[src/rtl/fetch_stage.sv]
// Instruction fetch stage: credit-limited fetch PC and 2-entry {Instr, InstrPC} FIFO.
// Optional macro FETCH_PCPLUS8_EN adds a registered PCPlus8 output.
module fetch_stage #(
   parameter logic [31:0] RESET_PC = 32'h0000_0000
) (
   input  logic        clk,
   input  logic        reset,
   output logic        ImemReq,
   output logic [31:0] ImemAddr,
   input  logic        ImemAck,
   input  logic        ImemRValid,
   input  logic [31:0] ImemRData,
   input  logic        Redirect,
   input  logic [31:0] RedirectPC,
   input  logic        DecReady,
   output logic        InstrValid,
   output logic [31:0] Instr,
`ifdef FETCH_PCPLUS8_EN
   output logic [31:0] PCPlus8,
`endif
   output logic [31:0] InstrPC
);

   logic [31:0] r_pc;
   logic [1:0]  r_inflight;
   logic [1:0]  r_discard;
   logic [1:0]  r_cnt;
   logic [31:0] r_instr0, r_instr1;
   logic [31:0] r_ipc0, r_ipc1;

   logic [31:0] w_pc_d;
   logic [1:0]  w_inflight_d;
   logic [1:0]  w_discard_d;
   logic [1:0]  w_cnt_d;
   logic [31:0] w_instr0_d, w_instr1_d;
   logic [31:0] w_ipc0_d, w_ipc1_d;

   logic [2:0]  w_credit;
   logic        w_req;
   logic        w_fire;
   logic        w_keep;
   logic        w_drop;
   logic        w_pop;
   logic [31:0] w_rsp_pc;
   logic        w_unused;

`ifdef FETCH_PCPLUS8_EN
   logic [31:0] r_p8_0, r_p8_1;
   logic [31:0] w_p8_0_d, w_p8_1_d;
`endif

   assign w_credit = {1'b0, r_inflight} + {1'b0, r_cnt} + {1'b0, r_discard};
   assign w_req    = reset & ~Redirect & (w_credit < 3'd2);
   assign w_fire   = w_req & ImemAck;
   assign w_drop   = ImemRValid & (r_discard != 2'd0);
   assign w_keep   = ImemRValid & (r_discard == 2'd0);
   assign w_pop    = (r_cnt != 2'd0) & DecReady;
   // Kept in-flight requests are consecutive words ending just below the fetch PC.
   assign w_rsp_pc = r_pc - {28'd0, r_inflight, 2'b00};
   assign w_unused = ^RedirectPC[1:0];

   assign ImemReq    = w_req;
   assign ImemAddr   = r_pc;
   assign InstrValid = (r_cnt != 2'd0);
   assign Instr      = r_instr0;
   assign InstrPC    = r_ipc0;
`ifdef FETCH_PCPLUS8_EN
   assign PCPlus8    = r_p8_0;
`endif

   always_comb begin
      w_pc_d       = r_pc;
      w_inflight_d = r_inflight;
      w_discard_d  = r_discard;
      w_cnt_d      = r_cnt;
      w_instr0_d   = r_instr0;
      w_instr1_d   = r_instr1;
      w_ipc0_d     = r_ipc0;
      w_ipc1_d     = r_ipc1;
`ifdef FETCH_PCPLUS8_EN
      w_p8_0_d     = r_p8_0;
      w_p8_1_d     = r_p8_1;
`endif
      if (Redirect) begin
         w_pc_d       = {RedirectPC[31:2], 2'b00};
         w_inflight_d = 2'd0;
         // A same-cycle response retires either a discard or a (now dropped) in-flight request.
         w_discard_d  = r_discard + r_inflight - {1'b0, ImemRValid};
         w_cnt_d      = 2'd0;
      end else begin
         if (w_fire) begin
            w_pc_d = r_pc + 32'd4;
         end
         w_inflight_d = r_inflight + {1'b0, w_fire} - {1'b0, w_keep};
         if (w_drop) begin
            w_discard_d = r_discard - 2'd1;
         end
         case ({w_keep, w_pop})
            2'b11: begin
               if (r_cnt == 2'd1) begin
                  w_instr0_d = ImemRData;
                  w_ipc0_d   = w_rsp_pc;
`ifdef FETCH_PCPLUS8_EN
                  w_p8_0_d   = w_rsp_pc + 32'd8;
`endif
               end else begin
                  w_instr0_d = r_instr1;
                  w_ipc0_d   = r_ipc1;
                  w_instr1_d = ImemRData;
                  w_ipc1_d   = w_rsp_pc;
`ifdef FETCH_PCPLUS8_EN
                  w_p8_0_d   = r_p8_1;
                  w_p8_1_d   = w_rsp_pc + 32'd8;
`endif
               end
            end
            2'b01: begin
               w_instr0_d = r_instr1;
               w_ipc0_d   = r_ipc1;
`ifdef FETCH_PCPLUS8_EN
               w_p8_0_d   = r_p8_1;
`endif
               w_cnt_d    = r_cnt - 2'd1;
            end
            2'b10: begin
               if (r_cnt == 2'd0) begin
                  w_instr0_d = ImemRData;
                  w_ipc0_d   = w_rsp_pc;
`ifdef FETCH_PCPLUS8_EN
                  w_p8_0_d   = w_rsp_pc + 32'd8;
`endif
               end else begin
                  w_instr1_d = ImemRData;
                  w_ipc1_d   = w_rsp_pc;
`ifdef FETCH_PCPLUS8_EN
                  w_p8_1_d   = w_rsp_pc + 32'd8;
`endif
               end
               w_cnt_d = r_cnt + 2'd1;
            end
            default: ;
         endcase
      end
   end

   always_ff @(posedge clk or negedge reset) begin
      if (!reset) begin
         r_pc       <= {RESET_PC[31:2], 2'b00};
         r_inflight <= 2'd0;
         r_discard  <= 2'd0;
         r_cnt      <= 2'd0;
         r_instr0   <= 32'd0;
         r_instr1   <= 32'd0;
         r_ipc0     <= 32'd0;
         r_ipc1     <= 32'd0;
`ifdef FETCH_PCPLUS8_EN
         r_p8_0     <= 32'd0;
         r_p8_1     <= 32'd0;
`endif
      end else begin
         r_pc       <= w_pc_d;
         r_inflight <= w_inflight_d;
         r_discard  <= w_discard_d;
         r_cnt      <= w_cnt_d;
         r_instr0   <= w_instr0_d;
         r_instr1   <= w_instr1_d;
         r_ipc0     <= w_ipc0_d;
         r_ipc1     <= w_ipc1_d;
`ifdef FETCH_PCPLUS8_EN
         r_p8_0     <= w_p8_0_d;
         r_p8_1     <= w_p8_1_d;
`endif
      end
   end

endmodule
[config.mk]
export PLATFORM = sky130hd
export DESIGN_NAME = fetch_stage
export DESIGN_NICKNAME = d
export VERILOG_FILES = /design/src/rtl/fetch_stage.sv
export SDC_FILE = /design/constraint.sdc
export NUM_CORES = 1
export LEC_CHECK = 0
export ABC_AREA = 1
export CAP_MARGIN = 20
export CORE_ASPECT_RATIO = 1.25
export CORE_UTILIZATION = 30
export DETAILED_ROUTE_END_ITERATION = 12
export PLACE_DENSITY = 0.57
export SETUP_SLACK_MARGIN = 0.2
export SKIP_CTS_REPAIR_TIMING = 1
export SYNTH_ARGS = -nofsm -noshare
export SYNTH_HDL_FRONTEND = slang
export SYNTH_SLANG_ARGS = --single-unit
[constraint.sdc]
create_clock -name clk -period 3.4 [get_ports clk]
set_input_delay 0.51 -clock clk [delete_from_list [all_inputs] [get_ports clk]]
set_output_delay 0.51 -clock clk [all_outputs]
set_load 0.01 [all_outputs]
==> impl_metrics.env, run 1 <==
export IMPL_status="finished clean"
export IMPL_final_cells=1943
export IMPL_antenna_found_initial=0
export IMPL_setup_viol=0
export IMPL_drtPass1Iterations=5
export IMPL_vias=9544
export IMPL_synth_async_sr_flop_share_pct=100.0
export IMPL_cts_reportedPaths_clkPinSlew_ns=0.07
export IMPL_finClkSkew_ns=0.01191
export IMPL_critPathMostFrequentCell="inv_1"
export IMPL_cts_buffer_depth=2
export IMPL_die_w_um=164.7
export IMPL_powerDensity_nw_per_um2=859.9
export IMPL_hold_class="input port to async pin"
export IMPL_crit_chain="inv_1 > fa_1 > inv_1 > ha_1 > xor2_1 > nor3b_2 > dlymetal6s2s_1"
export IMPL_fin_crit_sh_pct=82.89
export IMPL_portBuffers=161
export IMPL_leakage_uw=0.005518
export IMPL_core_rowCount=74
export IMPL_rsz0062_at_grt="no"
export IMPL_fin_area_um2=12470
export IMPL_hpwl_mm=21.13
export IMPL_grt_max_degree=122
export IMPL_drv_cap=0
export IMPL_critPathSlowestCell="fa_1"
export IMPL_cp_buffers_inverters=3
export IMPL_ir_drop_v=0.0004430
export IMPL_netlist_area_um2=9921
export IMPL_cts_tree="yes"
export IMPL_core_area_um2=32590
export IMPL_area_growth_pct=25.69
export IMPL_insertion_delay_ns=0.44
export IMPL_post_place_cells=1911
export IMPL_cts_sinks=160
export IMPL_crit_type="flop to primary output"
export IMPL_max_freq_mhz=354.8
export IMPL_critPathMaxFanout=4
export IMPL_grt_overflow=0
export IMPL_holdWs_ns=0.2127
export IMPL_place_area_um2=11900
export IMPL_ys_types=43
export IMPL_synth_area_leaders="dfrtp_1 (40%), nand2_1 (16%), o21ai_0 (7.9%), inv_1 (4.8%), o211ai_1 (3.5%)"
export IMPL_crit_family="adder cells"
export IMPL_cts_buffers=17
export IMPL_critPathArrivalTime_ns=2.31
export IMPL_ios=168
export IMPL_syn_inst=1395
export IMPL_yosys_warnings=0
export IMPL_drive_above_1_share_pct=6.230
export IMPL_grt_use_total_pct=18.66
export IMPL_slew_violations=0
export IMPL_cts_root_buf="clkbuf_16"
export IMPL_die_h_um=205.3
export IMPL_finalWirelength_mm=30.53
export IMPL_ys_ff_latch=160
export IMPL_yosysTopAreaCellShare_pct=40.36
export IMPL_drc=0
export IMPL_ys_seq_area_share_pct=40.36
export IMPL_end_kind="primary output"
export IMPL_n_antenna_cell=0
export IMPL_routabilityCongestion=0.8942
export IMPL_slew_headroom_pct=36.81
export IMPL_required_ns=2.89
export IMPL_antenna_left=0
export IMPL_yosysTopAreaCell="dfrtp_1"
export IMPL_fin_tns_setup_ns=0
export IMPL_initial_core_util_pct=30.44
export IMPL_hold_viol=0
export IMPL_worst_slew_pin_slew_ns=0.9478
export IMPL_rrSetupSlack_ns=0.63
export IMPL_viasPerCell=4.912
export IMPL_post_route_util_pct=38.26
export IMPL_slowest_delay_ns=0.54
export IMPL_nNetsFinal=1600
export IMPL_synth_edf_count=0
export IMPL_cp_start_kind="flop"
export IMPL_drt_iter0_drc=673
export IMPL_grt_pass1_vias=9121
export IMPL_cts_max_level=4
export IMPL_fin_crit_ns=2.818
export IMPL_die_area_um2=33810
export IMPL_avgSynthCellArea_um2=7.112
export IMPL_grt_pass1_wl_mm=49.07
export IMPL_routedWlPerCell_um=15.71
export IMPL_synth_ff_type="dfrtp_1"
==> Yosys cell counts (2+ instances only) <==
| master | count |
|---|---|
| xnor2_1 | 2 |
| a21boi_1 | 7 |
| buf_4 | 5 |
| inv_2 | 5 |
| or2_1 | 2 |
| o22ai_1 | 7 |
| buf_6 | 2 |
| fa_1 | 2 |
| nor2_1 | 80 |
| o221ai_1 | 12 |
| ha_1 | 16 |
| nor2_4 | 5 |
| dfrtp_1 | 160 |
| nor3_1 | 12 |
| o21ai_0 | 157 |
| o211ai_1 | 46 |
| or2_2 | 9 |
| buf_2 | 25 |
| inv_1 | 127 |
| a21oi_1 | 49 |
| a2bb2oi_1 | 6 |
| a31oi_1 | 2 |
| buf_1 | 9 |
| nand2_1 | 435 |
| nand2_2 | 7 |
| nand3_2 | 2 |
| nand3_1 | 59 |
| clkbuf_1 | 45 |
| o21ai_1 | 43 |
| o21a_1 | 2 |
| nand4_1 | 9 |
| xor2_1 | 29 |
| nor2_2 | 7 |
==> cell usage in the layout, fill, tap and decap left out, types with 5 or more instances in the layout <==
master | synthesis | final
or2_2 | 9 | 9
nand2_2 | 7 | 8
a21boi_1 | 7 | 7
o221ai_1 | 12 | 12
clkbuf_16 | 0 | 17
xor2_1 | 29 | 29
ha_1 | 16 | 15
nor2_4 | 5 | 5
a2bb2oi_1 | 6 | 6
inv_1 | 127 | 125
o211ai_1 | 46 | 46
nand2_1 | 435 | 434
dfrtp_1 | 160 | 159
a21oi_1 | 49 | 49
buf_4 | 5 | 15
o21ai_1 | 43 | 43
nor3_1 | 12 | 12
nor2_2 | 7 | 8
clkdlybuf4s50_1 | 0 | 159
buf_12 | 0 | 5
o22ai_1 | 7 | 7
inv_2 | 5 | 7
nand3_1 | 59 | 59
o21ai_0 | 157 | 157
nand4_1 | 9 | 9
nor2_1 | 80 | 79
==> per-stage QoR <==
| stage | worst slack, ns | total power (uW) |
|---|---|---|
| after floorplan | 0.7636 | 6742 |
| after global placement | 0.4979 | 8785 |
| after detailed placement | 0.5567 | 8878 |
| after CTS | 0.02661 | 10820 |
| after global routing | 0.4229 | 11690 |
| final | 0.5819 | 10720 |
==> per-layer routing <==
layer / track usage, % / vias to the layer above / share of wire [%]
li1: - / 4785 / -
met1: 25.28 / 4455 / 46
met2: 30.19 / 271 / 48
met3: 2.399 / 33 / 3.7
met4: 6.848 / 0 / 2.2
met5: 0 / - / 0
==> worst paths after layout <==
check,from,end,cells after the start
min,reset,r_cnt[0],2
max in group asynchronous,reset,ImemAddr[16],3
min reg2reg,InstrPC[22],InstrPC[22],2
min in group clk,InstrPC[22],InstrPC[22],2
max,r_inflight[1],ImemReq,7
max reg2reg,r_inflight[1],ImemAddr[22],10
==> area by class of cell <==
type,instances,area [um2]
multi-input cells,1019,5054
clock inverters,14,131.4
inverters,133,499.2
flip-flops and latches,160,4005
clock buffers,18,429.2
well taps,418,523.0
repair buffers,181,1828
fillers,3444,20120
==> sequential cells by signal, indices dropped and copies added (netlist names) <==
name and flops:
r_ipc1 30, ImemAddr 30, Instr 32, r_discard 2
r_instr1 32, r_cnt 2, r_inflight 2, InstrPC 30
==> cells by family after synthesis <==
logic type      synth area share, %
fa+ha+maj                     2.421
simple gates                  26.16
xor+xnor                      2.737
other cells                 0.03780
compound gates                19.35
flops                         40.36
buf+inv                       8.942
==> report_power, final <==
group	internal, uW	switching, uW	leakage [uW]
Combinational	2310	3100	0.00327
Sequential	2710	716	0.00198
Clock	1020	865	0.000269
Total	6040	4680	0.00552
(Power assumes the default switching activity.)
==> inputs of run 2 (changes only) <==
- PLACE_DENSITY: 0.57 -> 0.59
- clock period: 3.4 -> 2.34 ns (I/O delays scaled with it)
==> impl_metrics.env, run 2 (synthesis gave the netlist of run 1 again) <==
export IMPL_routedWlPerCell_um=16.80
export IMPL_crit_type="flop to flop"
export IMPL_violations="setup timing"
export IMPL_fin_crit_ns=2.461
export IMPL_nNetsFinal=1664
export IMPL_powerDensity_nw_per_um2=1285
export IMPL_finClkSkew_ns=0.01320
export IMPL_required_ns=2.65
export IMPL_ir_drop_v=0.0005555
export IMPL_fin_crit_sh_pct=105.2
export IMPL_max_freq_mhz=406.4
export IMPL_viasPerCell=5.059
export IMPL_end_kind="flop"
export IMPL_cts_buffer_depth=2
export IMPL_fillCellCount=3288
export IMPL_portBuffers=161
export IMPL_power_frac_clock_pct=18.1
export IMPL_vias=10140
export IMPL_drive_above_1_share_pct=15.69
export IMPL_insertion_delay_ns=0.44
export IMPL_hold_class="input port to async pin"
export IMPL_die_w_um=164.7
export IMPL_routabilityCongestion=0.9309
export IMPL_drtPass1Iterations=7
export IMPL_area_growth_pct=40.67
export IMPL_cts_buffers=17
export IMPL_post_route_util_pct=42.82
export IMPL_antenna_found_initial=0
export IMPL_final_cell_mix="nand2_1 (411), dfrtp_1 (159), clkdlybuf4s50_1 (158)"
export IMPL_n_antenna_cell=0
export IMPL_cts_sinks=160
export IMPL_grt_pass1_vias=9692
export IMPL_slew_headroom_pct=43.48
export IMPL_drt_iter0_drc=870
export IMPL_die_h_um=205.3
export IMPL_setup_viol=14
export IMPL_drc=0
export IMPL_pre_cts_slack_ns=-0.2543
export IMPL_status="finished with violations"
export IMPL_antenna_left=0
export IMPL_worst_slew_pin_slew_ns=0.8478
export IMPL_fin_ws_ns=-0.1207
export IMPL_cts_root_buf="clkbuf_16"
export IMPL_switchingPower_uw=7487
export IMPL_critPathArrivalTime_ns=2.77
export IMPL_initial_core_util_pct=30.44
export IMPL_comb_power_share_pct=54.5
export IMPL_leakage_uw=0.006178
export IMPL_grt_use_total_pct=18.85
export IMPL_p_sw_share_pct=41.75
export IMPL_rsz0062_at_grt="yes"
export IMPL_drv_cap=0
export IMPL_hold_viol=0
export IMPL_hpwl_mm=21.70
export IMPL_cp_start_kind="flop"
export IMPL_ios=168
export IMPL_slew_violations=0
export IMPL_die_area_um2=33810
export IMPL_p_int_uw=10450
export IMPL_seqPwrFrac_pct=27.4
export IMPL_finalWirelength_mm=33.68
export IMPL_final_common_cell="nand2_1"
export IMPL_critPathMaxFanout=3
export IMPL_core_area_um2=32590
export IMPL_cts_max_level=4
export IMPL_core_rowCount=74
export IMPL_cts_reportedPaths_clkPinSlew_ns=0.07
export IMPL_grt_max_degree=70
export IMPL_rr_worst_depth=13
export IMPL_cts_tree="yes"
export IMPL_grt_pass1_wl_mm=50.17
export IMPL_grt_overflow=0
-- run 2: cell type report --
cell class	count	area, um2	share of cell area [%]
timing repair buffer	245	2690	19.28
clock buffer	19	452.9	3.245
clock inverter	11	211.5	1.515
tap	418	523.0	3.748
multi-input combinational	1019	5550	39.77
sequential	160	4005	28.70
inverter	133	523.0	3.748
-- run 2: worst max-delay path, cell delays in order, from the launching register on --
cell	delay, ns
dfrtp_1	0.36
inv_2	0.05
fa_1	0.54
inv_1	0.05
ha_2	0.17
xor2_2	0.13
buf_4	0.13
buf_6	0.09
nand3_4	0.13
ha_4	0.30
inv_2	0.03
ha_4	0.14
xor2_1	0.14
nor2_1	0.06
-- run 2: metal layers --
layer	global-route usage [%]	routed length (um)
met3	2.862	1712
met2	31.75	16170
met4	6.455	1061
met5	0	0
met1	24.37	14740
-- run 2: path summary, 6_finish.rpt --
| kind | startpoint | endpoint | slack, ns |
|---|---|---|---|
| min reg2reg | InstrPC[21] | InstrPC[21] | 0.48 |
| min in group clk | RedirectPC[22] | ImemAddr[22] | 0.46 |
| max | r_inflight[1] | r_inflight[1] | -0.12 |
| min | reset | InstrPC[29] | 0.03 |
| max reg2reg | r_inflight[1] | r_inflight[1] | -0.12 |
| max in group asynchronous | reset | ImemAddr[3] | 1.56 |
-- run 2: stage by stage --
step | hold WS [ns] | instance area (um2) | TNS, ns | instances | power [uW]
finish | 0.02596 | 13960 | -0.9941 | 2005 | 17930
global route | 0.06485 | 13960 | -3.515 | 2005 | 19310
CTS | 0.05623 | 12870 | -1.479 | 1968 | 16610
detailed placement | 0.4653 | 12210 | -0.5138 | 1938 | 13300
global placement | 0.4630 | 12210 | -0.2443 | 1938 | 13120
floorplan | 0.05541 | 9975 | -0.1264 | 1398 | 9846
-- run 2: power groups by stage --
stage / Sequential [uW] / Clock, uW / Combinational (uW)
after CTS: 4890 / 3300 / 8420
after detailed placement: 4930 / 0 / 8370
final: 4920 / 3250 / 9770
after global routing: 5070 / 3410 / 10800
after global placement: 4900 / 0 / 8230
after floorplan: 4940 / 0 / 4910
